==> src/rtl/i2c_bus_arbiter.sv <==
// Round-robin arbiter that lends one shared I2C master to NUM_REQ buses, with a
// bus-idle guard period between grants and a forced release on grant timeout.
module i2c_bus_arbiter #(
  parameter int NUM_REQ        = 3,
  parameter int GUARD_CYCLES   = 16,
  parameter int TIMEOUT_CYCLES = 1048576
) (
  input  logic               clk,
  input  logic               reset,
  input  logic [NUM_REQ-1:0] req,
  input  logic [NUM_REQ-1:0] done,
  output logic [NUM_REQ-1:0] gnt,
  output logic               busy,
  output logic               timeout_pulse,
  output logic [7:0]         timeout_cnt,
  input  logic               m_sda_oe,
  input  logic               m_scl_oe,
  output logic               m_sda_in,
  output logic               m_scl_in,
  output logic [NUM_REQ-1:0] bus_sda_oe,
  output logic [NUM_REQ-1:0] bus_scl_oe,
  input  logic [NUM_REQ-1:0] bus_sda_in,
  input  logic [NUM_REQ-1:0] bus_scl_in
);

  localparam int          IW           = $clog2(NUM_REQ);
  localparam logic [7:0]  GUARD_LAST   = 8'(GUARD_CYCLES - 1);
  localparam logic [23:0] TIMEOUT_LAST = 24'(TIMEOUT_CYCLES - 1);

  typedef enum logic [1:0] {IDLE, GRANT, GUARD} state_t;

  state_t        state, state_next;
  logic [IW-1:0] ptr, gnt_idx, winner, cand_idx;
  logic          found, armed;
  logic [23:0]   grant_cnt;
  logic [7:0]    guard_cnt;
  logic          lines_idle, timed_out, release_now, forced;
  int            cand;

  assign lines_idle  = bus_sda_in[gnt_idx] & bus_scl_in[gnt_idx];
  assign timed_out   = (grant_cnt == TIMEOUT_LAST);
  assign release_now = done[gnt_idx] | ~req[gnt_idx] | timed_out;
  // A done or dropped request in the timeout cycle counts as a normal release.
  assign forced      = timed_out & ~done[gnt_idx] & req[gnt_idx];

  // Search upward from the last winner, wrapping, so every requester gets a turn.
  always_comb begin
    winner   = ptr;
    found    = 1'b0;
    cand     = 0;
    cand_idx = '0;
    for (int i = 1; i <= NUM_REQ; i++) begin
      cand = int'(ptr) + i;
      if (cand >= NUM_REQ) cand = cand - NUM_REQ;
      cand_idx = IW'(cand);
      if (!found && req[cand_idx]) begin
        found  = 1'b1;
        winner = cand_idx;
      end
    end
  end

  always_ff @(posedge clk or posedge reset) begin
    if (reset) state <= IDLE;
    else       state <= state_next;
  end

  always_comb begin
    state_next = state;
    case (state)
      IDLE:    if (armed && found) state_next = GRANT;
      GRANT:   if (release_now) state_next = GUARD;
      GUARD:   if (lines_idle && guard_cnt == GUARD_LAST) state_next = IDLE;
      default: state_next = IDLE;
    endcase
  end

  // armed holds off arbitration for the first edge after reset release.
  always_ff @(posedge clk or posedge reset) begin
    if (reset) begin
      ptr           <= IW'(NUM_REQ - 1);
      gnt_idx       <= '0;
      armed         <= 1'b0;
      grant_cnt     <= '0;
      guard_cnt     <= '0;
      timeout_pulse <= 1'b0;
      timeout_cnt   <= '0;
    end else begin
      armed         <= 1'b1;
      timeout_pulse <= 1'b0;
      case (state)
        IDLE: begin
          if (state_next == GRANT) begin
            gnt_idx   <= winner;
            ptr       <= winner;
            grant_cnt <= '0;
          end
        end
        GRANT: begin
          grant_cnt <= grant_cnt + 24'd1;
          if (release_now) guard_cnt <= '0;
          if (forced) begin
            timeout_pulse <= 1'b1;
            if (timeout_cnt != 8'hFF) timeout_cnt <= timeout_cnt + 8'd1;
          end
        end
        GUARD: guard_cnt <= lines_idle ? guard_cnt + 8'd1 : 8'd0;
        default: ;
      endcase
    end
  end

  always_comb begin
    gnt        = '0;
    bus_sda_oe = '0;
    bus_scl_oe = '0;
    m_sda_in   = 1'b1;
    m_scl_in   = 1'b1;
    busy       = (state != IDLE);
    if (state == GRANT) begin
      gnt[gnt_idx]        = 1'b1;
      bus_sda_oe[gnt_idx] = m_sda_oe;
      bus_scl_oe[gnt_idx] = m_scl_oe;
      m_sda_in            = bus_sda_in[gnt_idx];
      m_scl_in            = bus_scl_in[gnt_idx];
    end
  end

endmodule

==> config.mk <==
export PLATFORM = sky130hd
export DESIGN_NAME = i2c_bus_arbiter
export DESIGN_NICKNAME = d
export VERILOG_FILES = /design/src/rtl/i2c_bus_arbiter.sv
export SDC_FILE = /design/constraint.sdc
export NUM_CORES = 1
export LEC_CHECK = 0
export BUFFER_PORTS_ARGS = -buffer_cell sky130_fd_sc_hd__buf_4
export CORE_ASPECT_RATIO = 1.5
export CORE_MARGIN = 10
export CORE_UTILIZATION = 51
export CTS_CLUSTER_DIAMETER = 40
export DETAILED_ROUTE_END_ITERATION = 6
export GPL_TIMING_DRIVEN = 1
export HOLD_SLACK_MARGIN = 0.12
export MAX_ROUTING_LAYER = met4
export PLACE_DENSITY = 0.72
export SLEW_MARGIN = 30
export SYNTH_ARGS = -nofsm -noshare
export SYNTH_HDL_FRONTEND = slang
export SYNTH_SLANG_ARGS = --single-unit
==> constraint.sdc <==
create_clock -name clk -period 2.89 [get_ports clk]
set_clock_uncertainty 0.15 [all_clocks]
set_input_delay 0.4335 -clock clk [delete_from_list [all_inputs] [get_ports clk]]
set_output_delay 0.4335 -clock clk [all_outputs]
set_load 0.1 [all_outputs]
==> qor.txt <==
Status: finished, final reports clean
CTS Hold Buffers Added: 0
Period utilization: 0.866
Final setup fails: 0
Setup slack after layout: 388 ps
Register area share after synthesis: 0.433
1st-pass router iterations: 4
Place WS: 371 ps
Simple-gate area share of the yosys netlist: 0.259
Largest net degree at the start of global routing: 48
Ports: 37
Worst setup EP type: flop
Ranking of synthesized cells by area: dfrtp_1 42%, xor2_1 4.5%, o21ai_0 3.9%, nand2_1 3.6%, nor2_1 2.9%
Adder-Cell Fraction of Synth Area: 0.0276
Crit path max fanout: 10
Relative slew margins: 0.607
Worst slew pin tran: 585 ps
DR vias/cell: 5.67
Multi-input combinational cell area: 0.00149 mm^2
Synth Instances: 291
Max stage delay on crit path: 550 ps
FP Rows: 32
Tot GR Track Use: 0.154
Register Area: 0.00118 mm^2
CTS Buf Count: 5
Fin crit period: 2500 ps
Average size of a mapped cell: 9.34 um^2
Count of state elements after synthesis: 47
RSZ-0062 raised after global routing: false
Final core occ: 0.619
FMAX: 400 MHz
Power, Total: 2.26 mW
Final WL: 6.10 mm
Worst R2R End: grant_cnt[4]$_DFFE_PP0P_
Main synth FF type: dfrtp_1
Via count: 2262
Post-synth top area share: 0.424
Number of synthesized flops with an enable pin: 0
Post-Layout Inst Area: 0.00320 mm^2
Starting DRC count in detailed routing: 130
Slowest CP cell: dfstp_2
Max-Cap Viols: 0
Leakage: 1.52 nW
Root Driver: clkbuf_8
Final hold vios: 0
Clock slew seen by the registers of the worst setup and hold paths: 90 ps
Area grow syn2layout: 17.6%
CP Class: flop to flop
CP Buf/Inv Count: 1
Post-CTS setup buffer count: 0
CP top delay family: simple AND/OR/NAND/NOR gates
Gates resized, CTS repair: 0
Antenna violations before repair: 0
Pwr dens: 707 mW/mm^2
Drt drc: 0
Post-route ant nets: 0
Core area: 0.00516 mm^2
Post-synth top area cell: dfrtp_1
Unique masters post-synth: 56
Mux cell area share after synthesis: 0.0239
Die Y-Extent: 109 um
Main combinational cell family by area after synthesis: simple AND/OR/NAND/NOR gates
Number of port buffers: 36
Avg WL per Cell: 15.3 um
Final HPWL DP: 4.55 mm
Final Max Tran Viols: 0
CTS tree: done
Worst IR Drop VDD: 654 uV
Syn Nets: 313
Cell Area, Synth: 0.00272 mm^2
Synth warnings: 0
CP Launch Type: flop
Compound-cell area share of the yosys netlist: 0.164
CP cell instances: inv_1, ha_1, a21boi_0, o2111ai_1, and2_1, or2_2, a31oi_1
ANT cells: 0
Initial core utilization: 0.526
Vias in the first global route: 2261
First-pass GRT wire length: 10.6 mm
Worst Hold Class: input pin to async pin
Placer congestion estimate: 0.873
Flop-to-flop setup slack: 390 ps
CTS Buffer Depth: 2
Congestion Overflow GR: 0
Die area: 0.00871 mm^2
Worst r2r src: ptr[1]$_DFFE_PP1P_
CP required: 2960 ps
Number of H-tree levels: 2
Width of the die: 79.6 um
Post-place instance area: 0.00311 mm^2
Share of cells above drive strength 1: 0.224
R2R cell count: 7
Clock latency on the worst-skew pair: 300 ps
# fillers: 445
Async SR Flop Fraction: 1.00
XOR/XNOR Fraction of Synth Area: 0.0612
Clk sinks: 47
Critical Path AT: 2570 ps
Layout net count: 353
## power by group
group / switching [mW] / internal (mW) / total (mW)
clock network: 0.221 / 0.188 / 0.409
registers: 0.0873 / 0.731 / 0.819
logic: 0.719 / 0.312 / 1.03
## layout make-up
class | instances | area share
clock buffers | 6 | 0.0258
clock inverters | 1 | 0.00157
inverters | 10 | 0.0117
multi-input cells | 224 | 0.465
flip-flops and latches | 47 | 0.368
well taps | 68 | 0.0266
repair buffers | 43 | 0.101
## tightest hold or removal path, delay by kind of cell
kind	cells	cell delay, ps
buffers and inverters	3	610
## flip-flops by register name, summed over array words and instances (netlist names)
signal	flops
timeout_cnt	8
gnt_idx	1
guard_cnt	8
ptr	2
timeout_pulse	1
state	2
armed	1
grant_cnt	24
## Yosys cell counts, types with 2 or more instances
| cell type | n |
|---|---|
| nor4bb_1 | 2 |
| a31oi_1 | 7 |
| a22o_1 | 6 |
| a211o_1 | 2 |
| clkbuf_1 | 7 |
| xnor2_1 | 5 |
| mux2_2 | 4 |
| nand4_1 | 7 |
| nand2b_1 | 7 |
| a2bb2oi_1 | 2 |
| a41oi_1 | 2 |
| nor2_1 | 21 |
| or2_2 | 2 |
| and3_1 | 5 |
| o21ai_0 | 21 |
| o31ai_1 | 4 |
| nor2b_1 | 3 |
| dfrtp_1 | 46 |
| a21o_1 | 2 |
| nor4_1 | 6 |
| o22ai_1 | 3 |
| and3_2 | 2 |
| nand2_1 | 26 |
| inv_1 | 10 |
| ha_1 | 6 |
| and2_1 | 7 |
| xor2_1 | 14 |
| mux2i_1 | 2 |
| a21oi_1 | 10 |
| nand3_1 | 14 |
| nor3_1 | 11 |
## kinds of logic after synthesis
kind of cell             Yosys count
XOR/XNOR                          19
adder cells (fa/ha/maj)            6
flip-flops                        47
buffers and inverters             20
AO/OA/AOI/OAI                     68
AND/OR/NAND/NOR                  124
multiplexers                       6
other                              1
## stage by stage
stage | hold slack, ps | TNS [ps] | cells
floorplan | 301 | -93.4 | 291
global placement | 329 | 0 | 392
detailed placement | 337 | 0 | 392
CTS | 155 | 0 | 399
global route | 188 | 0 | 399
finish | 128 | 0 | 399
## cell usage in the layout (no fill, tap or decap), drive strengths merged, types with 8 or more instances in the layout
cell type	instances
nand4	8
o21ai	21
inv	10
nand2	26
nor3	11
dfrtp	46
buf	43
nand3	15
xor2	14
a21oi	10
nor2	21
## layer usage
| layer | part of all wire | track usage |
|---|---|---|
| met5 | 0 | - |
| met4 | 0.019 | 0.0604 |
| met3 | 0.034 | 0.0319 |
| met2 | 0.50 | 0.252 |
| met1 | 0.44 | 0.181 |
## how the worst max path moves through the flow
stage / from / end / slack [ps] / cells past startpoint
after floorplan: state[1]$_DFF_PP0_ / bus_scl_oe[1] / -90 / 4
after global placement: ptr[1]$_DFFE_PP1P_ / grant_cnt[4]$_DFFE_PP0P_ / 510 / 7
after detailed placement: ptr[1]$_DFFE_PP1P_ / grant_cnt[4]$_DFFE_PP0P_ / 370 / 7
after CTS: ptr[1]$_DFFE_PP1P_ / grant_cnt[4]$_DFFE_PP0P_ / 380 / 7
after global routing: ptr[1]$_DFFE_PP1P_ / grant_cnt[4]$_DFFE_PP0P_ / 210 / 7
final: ptr[1]$_DFFE_PP1P_ / grant_cnt[4]$_DFFE_PP0P_ / 390 / 7
(Power assumes the default switching activity.)
